**src/rtl/program_loader.sv**
```systemverilog
// rtl/program_loader.sv - boot loader: length/payload/checksum byte stream into instruction memory
module program_loader #(
    parameter logic [7:0]  BASE_ADDR = 8'd0,
    parameter int unsigned TIMEOUT   = 1000
) (
    input  logic       clk,
    input  logic       rst,
    input  logic       start,
    input  logic       in_valid,
    input  logic [7:0] in_data,
    output logic       in_ready,
    output logic       mem_we,
    output logic [7:0] mem_addr,
    output logic [7:0] mem_wdata,
    output logic       cpu_hold,
    output logic       done,
    output logic       error,
    output logic [7:0] count
);

    typedef enum logic [2:0] {
        S_IDLE,
        S_LEN,
        S_DATA,
        S_CHECK,
        S_DONE,
        S_ERR
    } state_t;

    localparam logic [31:0] TMO_LAST = 32'(TIMEOUT - 1);

    state_t      r_state;
    state_t      w_next;
    logic [7:0]  r_len;
    logic [7:0]  r_sum;
    logic [7:0]  r_count;
    logic [31:0] r_tmo;
    logic        r_mem_we;
    logic [7:0]  r_mem_addr;
    logic [7:0]  r_mem_wdata;

    logic w_busy;
    logic w_xfer;
    logic w_start_ok;
    logic w_tmo_hit;
    logic w_last_data;

    assign w_busy      = (r_state == S_LEN) || (r_state == S_DATA) || (r_state == S_CHECK);
    assign w_xfer      = in_valid && w_busy;
    assign w_start_ok  = start && !w_busy;
    // The idle cycle that brings the counter up to TIMEOUT is the one that aborts.
    assign w_tmo_hit   = w_busy && !w_xfer && (r_tmo == TMO_LAST);
    // count doubles as the payload index; N=0 wraps so the last index is 255.
    assign w_last_data = (r_count == (r_len - 8'd1));

    always_ff @(posedge clk) begin
        if (rst) begin
            r_state <= S_IDLE;
        end else begin
            r_state <= w_next;
        end
    end

    always_comb begin
        w_next = r_state;
        case (r_state)
            S_IDLE, S_DONE, S_ERR: begin
                if (start) begin
                    w_next = S_LEN;
                end
            end
            S_LEN: begin
                if (w_xfer) begin
                    w_next = S_DATA;
                end else if (w_tmo_hit) begin
                    w_next = S_ERR;
                end
            end
            S_DATA: begin
                if (w_xfer && w_last_data) begin
                    w_next = S_CHECK;
                end else if (w_tmo_hit) begin
                    w_next = S_ERR;
                end
            end
            S_CHECK: begin
                if (w_xfer) begin
                    w_next = (in_data == r_sum) ? S_DONE : S_ERR;
                end else if (w_tmo_hit) begin
                    w_next = S_ERR;
                end
            end
            default: w_next = S_IDLE;
        endcase
    end

    always_ff @(posedge clk) begin
        if (rst) begin
            r_len       <= 8'd0;
            r_sum       <= 8'd0;
            r_count     <= 8'd0;
            r_tmo       <= 32'd0;
            r_mem_we    <= 1'b0;
            r_mem_addr  <= 8'd0;
            r_mem_wdata <= 8'd0;
        end else begin
            r_mem_we <= 1'b0;
            if (w_start_ok) begin
                r_sum   <= 8'd0;
                r_count <= 8'd0;
                r_tmo   <= 32'd0;
            end else if (w_busy) begin
                r_tmo <= w_xfer ? 32'd0 : r_tmo + 32'd1;
            end
            if (w_xfer && (r_state == S_LEN)) begin
                r_len <= in_data;
            end
            if (w_xfer && (r_state == S_DATA)) begin
                r_mem_we    <= 1'b1;
                r_mem_addr  <= BASE_ADDR + r_count;
                r_mem_wdata <= in_data;
                r_sum       <= r_sum + in_data;
                r_count     <= r_count + 8'd1;
            end
        end
    end

    assign in_ready  = w_busy;
    assign cpu_hold  = w_busy || (r_state == S_ERR);
    assign done      = (r_state == S_DONE);
    assign error     = (r_state == S_ERR);
    assign count     = r_count;
    assign mem_we    = r_mem_we;
    assign mem_addr  = r_mem_addr;
    assign mem_wdata = r_mem_wdata;

endmodule

```
**config.mk**
```make
export PLATFORM = sky130hd
export DESIGN_NAME = program_loader
export DESIGN_NICKNAME = d
export VERILOG_FILES = /design/src/rtl/program_loader.sv
export SDC_FILE = /design/constraint.sdc
export NUM_CORES = 1
export LEC_CHECK = 0
export BUFFER_PORTS_ARGS = -buffer_cell sky130_fd_sc_hd__buf_2
export CAP_MARGIN = 40
export CELL_PAD_IN_SITES_DETAIL_PLACEMENT = 0
export CELL_PAD_IN_SITES_GLOBAL_PLACEMENT = 2
export CORE_ASPECT_RATIO = 0.8
export CORE_MARGIN = 2
export CORE_UTILIZATION = 31
export DETAILED_ROUTE_END_ITERATION = 6
export GPL_TIMING_DRIVEN = 0
export PLACE_DENSITY = 0.76
export SLEW_MARGIN = 20
export SYNTH_ARGS = -nofsm -noshare
export SYNTH_HDL_FRONTEND = slang
export SYNTH_SLANG_ARGS = --single-unit
export TNS_END_PERCENT = 100
```
**constraint.sdc**
```tcl
create_clock -name clk -period 2.6 [get_ports clk]
set_input_delay 0.26 -clock clk [delete_from_list [all_inputs] [get_ports clk]]
set_output_delay 0.26 -clock clk [all_outputs]
set_load 0.02 [all_outputs]
```
=== Word-level counts from Yosys, hierarchy flattened ===
Cells that the tools add are included.

* Register bits: 76
* Bits in latches: 0
* Bits in writable memories: 0
* Bits in read-only memories: 0
* Output and inout bits: 29
* Word-level logic and storage cells: 49
* Memories kept: 0

* Add/sub/neg operators: 4
* Multiply operators: 0
* Div/mod/pow operators: 0
* $lt $le $gt $ge: 0
* Equality and inequality tests: 9
* Shift operators: 0
* Mux-type cells: 12
* Bitwise operators: 0
* Reductions and logical operators: 16

{| class="wikitable"
|+ Operators by type and width
! operator !! number
|-
| adder 32 x 1 -> 32 bit, second input constant || 1
|-
| == test 32 x 10 -> 1 bit, second input constant || 1
|-
| two-way mux 32 bit || 1
|-
| two-way mux 8 bit || 3
|-
| == test 8 bit || 2
|-
| two-way mux 3 bit || 5
|-
| one-hot mux 3 bit (4 select lines) || 1
|-
| adder 8 x 1 -> 8 bit, second input constant || 1
|-
| adder 8 bit || 1
|-
| subtractor 8 x 1 -> 8 bit, second input constant || 1
|-
| logical AND 1 bit || 7
|-
| == test 3 x 2 -> 1 bit, second input constant || 2
|-
| == test 3 bit, second input constant || 2
|-
| == test 3 x 1 -> 1 bit, second input constant || 1
|-
| logical NOT 3 bit || 1
|-
| logical OR 1 bit || 3
|-
| OR reduction 3 bit || 1
|-
| logical NOT 1 bit || 2
|-
| two-way mux 1 bit || 2
|-
| != test 2 bit, second input constant || 1
|-
| nonzero test 2 bit || 1
|-
| OR reduction 2 bit || 1
|}

=== Longest topological paths before layout ===
Gate-level depths: netlist (run 1).

* Depth after elaboration: 10
* Gate-level depth with buffers: 8
* Mapped depth without buffers: 8

=== Worst setup path before layout (run 1) ===
OpenSTA, ideal clock, no wires.

* Path kind: reg2reg
* Start point: register r_state[2]
* End point: register r_state[1]
* Arrival: 1.752 ns
* Setup slack: 0.719 ns
* Cell stages (with the launch flop): 8
* Path buffers: 1
* Clock period less this slack: 1.881 ns
* Cell sequence: dfxtp_1 > o21bai_1 > buf_2 > or3b_2 > or3_1 > nand3_1 > o21a_1 > nor3_1

* Cells in the longest elaborated chain, start to end: 10
* Elaborated cells between the ends (all ways): 20
* Those cells by class: eq/ne: 6; mux: 5; reduce/logical: 9

{| class="wikitable"
|+ Ends and longest elaborated chain
! item !! RTL line !! text
|-
| from (decl) || 32 || <nowiki>state_t r_state;</nowiki>
|-
| from (signal assigned) || 60 || <nowiki>r_state <= w_next;</nowiki>
|-
| == test 3 x 1 -> 1 bit or == test 3 x 2 -> 1 bit (tied branches) || 48, 66 ||
|-
| logical OR 1 bit (2 in a row) || 48 || <nowiki>assign w_busy = (r_state == S_LEN) || (r_state == S_DATA) || (r_state == S_CHECK);</nowiki>
|-
| logical AND 1 bit || 49 || <nowiki>assign w_xfer = in_valid && w_busy;</nowiki>
|-
| logical NOT 1 bit || 52 || <nowiki>assign w_tmo_hit = w_busy && !w_xfer && (r_tmo == TMO_LAST);</nowiki>
|-
| logical AND 1 bit (2 in a row) || 52 ||
|-
| two-way mux 3 bit || n/a ||
|-
| two-way mux 3 bit, on equally long branches || 87, 73, 80 ||
|-
| one-hot mux 3 bit (4 select lines) || 66 || <nowiki>case (r_state)</nowiki>
|}

Parallel ways exist; a longest one is shown, timed or not.
A chain may end at the register's enable or synchronous reset.

=== Worst setup path after layout (run 1) ===
* Start point: register r_state[2]
* End point: register r_tmo[24]

* Cells in the longest elaborated chain, start to end: 6
* Elaborated cells between the ends (all ways): 10
* Those cells by class: eq/ne: 3; mux: 1; reduce/logical: 6

{| class="wikitable"
|+ Ends and longest elaborated chain
! item !! RTL line !! text
|-
| == test 3 x 1 -> 1 bit or == test 3 x 2 -> 1 bit (tied branches) || 48 ||
|-
| logical OR 1 bit || 48 ||
|-
| logical OR 1 bit * || 48 ||
|-
| logical NOT 1 bit || 50 || <nowiki>assign w_start_ok = start && !w_busy;</nowiki>
|-
| logical AND 1 bit || 50 ||
|-
| OR reduction 2 bit (no line) || n/a ||
|-
| to (signal assigned) || 113 || <nowiki>r_tmo <= w_xfer ? 32'd0 : r_tmo + 32'd1;</nowiki>
|-
| to (decl) || 37 || <nowiki>logic [31:0] r_tmo;</nowiki>
|}

Mark *: on every way between the ends. The rest lies on a longest branch, timed or not.

==> flow_summary.ini, run 1 <==
[floorplan]
die_h_um = 101.2
core_area_mm2 = 0.01152
ioPinCount = 41
start_util_pct = 31.78
die_x_um = 125.5
num_rows = 35
die-area_mm2 = 0.01270

[synth]
synth_top_area_share_pct = 41.57
synthDistinctLibCells = 46
yosys-top-cells-area = dfxtp_1, nor2_1, xor2_1, nand2_1, xnor2_1
synthArstFlopShare_pct = 0
yosysTopAreaCell = dfxtp_1
synth_nets = 463
ys.flop_type = dfxtp_1
synth_seq_cells = 76
yosys_warnings = 0
synth-seq-area-share_pct = 41.57
avgSynthCellArea_um2 = 8.318
syn-cell-area_mm2 = 0.003660
synth_edf_count = 0
syn_inst = 440

[power]
vdd_ir_drop_max_uv = 283.8
finalPower_uw = 2791
p_per_area_mw_per_mm2 = 643.6
leakagePower_uw = 0.001634

[sta]
finalClockSkew_ns = 0.007876
timing.setup.tns_ns = 0
final_hold_viol_count = 0
fin_ws_ns = 0.4002
maxSlewViolCount = 0
tightest_slew_ns = 0.6432
setup_violations = 0
fmax_mhz = 454.6
final.period_utilization_pct = 84.61
rsz0062_at_grt = no
min_period_ns = 2.200
maxSlewHeadroom_pct = 57.12

[global_route]
grt_max_degree = 14
grt_usage_pct = 15.79
antenna_found_initial = 0
grt_pass1_vias = 2997
overflow = 0
grt_pass1_wl_um = 15810

[clocking]
postCtsSetupBuffers = 0
cts_tree = done
cts_buffers = 9
ctsHoldBuffers = 0
cts_num_sinks = 76
htree_levels = 3
ctsLongestPathBuffers = 2
cts_root_buf = clkbuf_16
clock_latency_ns = 0.33
cts_resized = 0
clkTransAtPathRegs_ns = 0.06

[drt]
wl_per_cell_um = 14.79
dr_total_vias = 3126
drt-total-wl_um = 9509
dr.pass1.iters = 5
via_per_inst = 4.862
drc = 0
ant_nets = 0
drt_iter0_drc = 153

[worst_setup_path]
cp_max_fo = 10
timing.setup.critical_path_class = flop to flop
critPathCaptureType = flop
crit_required_ns = 2.80
crit_arrival_ns = 2.40
start_kind = flop

[place]
place_ws_ns = 0.3203
hpwl_um = 7046
gp_congestion = 0.7618
portBuffers = 38
placed_cells = 627

[cells_and_area]
area_growth_syn_to_layout_pct = 18.50
drive_gt1_share_pct = 13.33
layout.nets = 513
layout_commonest_cell = dfxtp_1
stdcell_count = 643
layout_common_cells = dfxtp_1, nor2_1, nand2_1
diodes = 0

[flow_run]
timing.max_cap.violations = 0

[status]
status = complete, no violations

[worst_hold_path]
hp-class = input pin to flop
-- power breakdown --
| part | switching [uW] | internal [uW] |
|---|---|---|
| Sequential | 24.1 | 1190 |
| Combinational | 222 | 119 |
| Clock | 495 | 741 |
-- kinds of logic (layout without fill, tap and decap cells) --
group	count (synthesis)	in the layout	synth area share [%]
buffers and inverters	27	82	2.906
DFF	76	76	41.57
muxes	10	10	2.735
and+or+nand+nor	206	206	27.49
adders and majority gates	11	11	3.966
AOI/OAI and AO/OA	65	65	10.56
xor gates and xnor gates	45	45	10.77
-- worst paths after layout --
| check | start | endpoint | slack [ns] | cells after the start |
|---|---|---|---|---|
| setup / recovery | r_state[2] | r_tmo[24] | 0.40 | 7 |
| hold / removal | in_data[6] | mem_wdata[6] | 0.20 | 3 |
| setup reg to reg | r_state[2] | r_tmo[24] | 0.40 | 7 |
| hold reg to reg | mem_addr[7] | mem_addr[7] | 0.45 | 2 |
-- area by class of cell --
type	count	area (um2)
Buffer	18	72.57
Clock buffer	10	229.0
Clock inverter	6	65.06
Fill cell	1185	7181
Inverter	9	33.78
Multi-Input combinational cell	337	2032
Sequential cell	76	1521
Tap cell	148	185.2
Timing Repair Buffer	39	197.7
-- synth_stat cells (3+ instances only) --
library cell  number
nand3_1           23
and2_1             3
xnor2_1           19
a22oi_1            6
mux2i_1           10
o21bai_1           3
nand2_1           52
xor2_1            26
buf_2              4
nand4_1            8
and3_1             9
or3_1              6
nand3b_1           5
o21ai_0           10
inv_1              9
dfxtp_1           76
nor4_1             7
nor3_1            11
nor2_1            65
clkbuf_1          13
o21a_1             3
and4_1             4
ha_1              10
a21oi_1           33
-- per-layer routing --
layer	track usage, %	part of all wire (%)
met2	21.87	40
met5	0	0
met4	4.872	1.1
met3	3.698	5.7
met1	23.98	54
-- state kept, by name, indices dropped and copies added (netlist names) --
register / count
r_len: 8
mem_we: 1
r_sum: 8
r_state: 3
r_tmo: 32
mem_addr: 8
mem_wdata: 8
count: 8
-- critical path, stage by stage (launching register included) --
cell	delay (ns)
dfxtp_1	0.45
o21bai_1	0.19
buf_2	0.24
nand2_1	0.17
nand3_1	0.16
clkbuf_1	0.37
clkbuf_1	0.40
nor2_1	0.10
-- metrics by stage --
stage / utilization [%] / hold WS [ns] / cell area, um2
after detailed placement: 35.10 / 0.4458 / 4043
after floorplan: - / 0.3960 / 3660
after global routing: 37.65 / 0.2088 / 4337
after global placement: 35.04 / 0.4414 / 4035
final: 37.65 / 0.2004 / 4337
after CTS: 37.65 / 0.1923 / 4337
Note: power is estimated with default switching activity, not from simulation.
==> run 2, diff against run 1 <==
--- a/config.mk
+++ b/config.mk
@@ -5,16 +5,17 @@
 export SDC_FILE = /design/constraint.sdc
 export NUM_CORES = 1
 export LEC_CHECK = 0
+export ABC_AREA = 1
 export BUFFER_PORTS_ARGS = -buffer_cell sky130_fd_sc_hd__buf_2
 export CAP_MARGIN = 40
 export CELL_PAD_IN_SITES_DETAIL_PLACEMENT = 0
 export CELL_PAD_IN_SITES_GLOBAL_PLACEMENT = 2
 export CORE_ASPECT_RATIO = 0.8
 export CORE_MARGIN = 2
-export CORE_UTILIZATION = 31
+export CORE_UTILIZATION = 30
 export DETAILED_ROUTE_END_ITERATION = 6
 export GPL_TIMING_DRIVEN = 0
-export PLACE_DENSITY = 0.76
+export PLACE_DENSITY = 0.81
 export SLEW_MARGIN = 20
 export SYNTH_ARGS = -nofsm -noshare
 export SYNTH_HDL_FRONTEND = slang
==> constraint.sdc (replaced) <==
create_clock -name clk -period 1.9 [get_ports clk]
set_input_delay 0.19 -clock clk [delete_from_list [all_inputs] [get_ports clk]]
set_output_delay 0.19 -clock clk [all_outputs]
set_load 0.02 [all_outputs]
==> run 2 against run 1 <==
  * Clock power is 46% higher
  * Global-route usage is 2.0 points higher
  * Worst hold slack worse by 0.027 ns
  * Sequential share of layout area is 5.5 points lower
  * Highest routed layer unchanged
  * Cell count is 35% higher
  * Largest power group unchanged
  * Maximum frequency is 20% higher
==> flow_summary.ini, run 2 <==
[power]
leakagePower_uw = 0.002061
p_per_area_mw_per_mm2 = 750.3
vdd_ir_drop_max_uv = 434.1

[drt]
ant_nets = 0
routed.top_layer = met4
drc = 0
dr.pass1.iters = 5
dr_total_vias = 4338
wl_met2_um = 5108
m1WireLength_um = 7334
drt_iter0_drc = 354
wl_met3_um = 495
drt-total-wl_um = 13060
wl_per_cell_um = 15.05
via_per_inst = 4.998

[synth]
synth_seq_cells = 76
synth_top_area_share_pct = 35.80
synthDistinctLibCells = 42
yosysMostFrequentCell = nand2_1
synth_nets = 647
ys.flop_type = dfxtp_1
synth_edf_count = 0
yosys-top-cells-area = dfxtp_1, nand2_1, a21oi_1, nor2_1, inv_1
avgSynthCellArea_um2 = 6.811
synth-seq-area-share_pct = 35.80
yosys-top-cells-count = nand2_1, dfxtp_1, nor2_1
syn-cell-area_mm2 = 0.004250
synthArstFlopShare_pct = 0
yosysTopAreaCell = dfxtp_1
yosys_warnings = 0
syn_inst = 624

[worst_setup_path]
start_kind = flop
critPathTopFamily = simple AND/OR/NAND/NOR gates
critPathMaxStageDelay_ns = 0.37
path_cells = ha_4 -> nand2_2 -> nor2_4 -> nand3_4 -> nor2_8 -> nand3_4 -> nor2_4 -> nand4_1 -> o21ai_1 -> nand2_1 -> nor2_1
cp.depth = 11
crit_arrival_ns = 2.11
crit_buf_inv = 0
crit_required_ns = 2.18
cp_max_fo = 4
timing.setup.critical_path_class = flop to flop
reg2reg_depth = 11
slowest_stage = dfxtp_4
critPathCaptureType = flop

[cells_and_area]
stdcell_count = 868
drive_gt1_share_pct = 19.33
layout_common_cells = nand2_1, nor2_1, dfxtp_1
largest_register_ffs = 32
layout.nets = 706
layout_commonest_cell = nand2_1
area_growth_syn_to_layout_pct = 22.31
top_register = r_tmo
diodes = 0

[global_route]
overflow = 0
grt_max_degree = 16
antenna_found_initial = 0
grt_pass1_wl_um = 21290
grt_pass1_vias = 3984
grt_usage_pct = 17.80

[clocking]
clkTransAtPathRegs_ns = 0.07
clock_latency_ns = 0.34
ctsLongestPathBuffers = 2
cts_buffers = 9
htree_levels = 3
cts_root_buf = clkbuf_16
cts_num_sinks = 76
ctsHoldBuffers = 0
cts_tree = done

[sta]
final_hold_viol_count = 0
final.period_utilization_pct = 96.18
fin_ws_ns = 0.07263
finalClockSkew_ns = 0.009929
tightest_slew_ns = 0.6764
min_period_ns = 1.827
setup_violations = 0
maxSlewViolCount = 0
fin_worst_hold_slack_ns = 0.1739
fmax_mhz = 547.2
maxSlewHeadroom_pct = 54.91
rsz0062_at_grt = yes

[place]
place_ws_ns = -0.1979
placed_cells = 842
hpwl_um = 9989
portBuffers = 38
gp_congestion = 0.8078

[floorplan]
die_h_um = 110.5
die_x_um = 137.1
start_util_pct = 31.04
num_rows = 38
core_area_mm2 = 0.01369
die-area_mm2 = 0.01514
ioPinCount = 41

[flow_run]
timing.max_cap.violations = 0

[worst_hold_path]
holdPathStages = 3
hp-class = input pin to flop

[status]
status = complete, no violations
run 2: what timing repair did:
action	4_1_cts	5_1_grt
endpoints found under the setup margin	27	45
buffers inserted	5	5
resized for setup	10	38
pin swaps	5	12
run 2: cell type report:
| cell class | count | area (um2) |
|---|---|---|
| sequential | 76 | 1538 |
| tap | 180 | 225.2 |
| fill | 1484 | 8494 |
| multi-input combinational | 456 | 2494 |
| timing repair buffer | 48 | 265.3 |
| buffer | 16 | 81.33 |
| inverter | 76 | 287.8 |
| clock inverter | 7 | 82.58 |
| clock buffer | 9 | 225.2 |
run 2: kinds of logic (layout without fill, tap and decap cells):
group / after synthesis / in the layout / synth area share [%]
fa+ha+maj: 11 / 11 / 3.415
buf+inv: 92 / 156 / 8.331
flops: 76 / 76 / 35.80
compound gates: 109 / 109 / 13.84
simple gates: 331 / 331 / 37.59
xor+xnor: 5 / 5 / 1.030
run 2: final timing paths:
kind | from | to | slack, ns
max | r_tmo[0] | r_tmo[24] | 0.07
min | in_data[2] | mem_wdata[2] | 0.17
max reg2reg | r_tmo[0] | r_tmo[24] | 0.07
min reg2reg | r_sum[6] | r_sum[6] | 0.47
run 2: per-layer routing:
layer	global-route usage [%]	vias up
li1	-	2237
met1	28.81	2012
met2	23.68	77
met3	3.260	12
met4	4.055	0
met5	0	-
run 2: report_power, final:
| group | switching [uW] | total, uW | leakage (uW) | internal [uW] |
|---|---|---|---|---|
| Combinational | 307 | 449 | 0.00130 | 142 |
| Sequential | 25.2 | 1640 | 0.000618 | 1620 |
| Clock | 769 | 1810 | 0.000145 | 1040 |
| Total | 1100 | 3900 | 0.00206 | 2800 |
run 2: metrics by stage:
| step | setup TNS, ns | area, um2 | total power, uW | util, % |
|---|---|---|---|---|
| after global placement | -1.867 | 4666 | 2094 | 34.07 |
| after floorplan | 0 | 4250 | 1961 | - |
| final | 0 | 5199 | 3901 | 37.97 |
| after CTS | 0 | 5041 | 3925 | 36.81 |
| after global routing | -0.1229 | 5199 | 4084 | 37.97 |
| after detailed placement | -1.858 | 4666 | 2096 | 34.07 |
run 2: worst register-to-register path: cells and delay by family (launching register included):
kind | cells | cell delay, ns
flops | 1 | 0.37
compound gates | 1 | 0.20
simple gates | 9 | 1.06
fa+ha+maj | 1 | 0.15
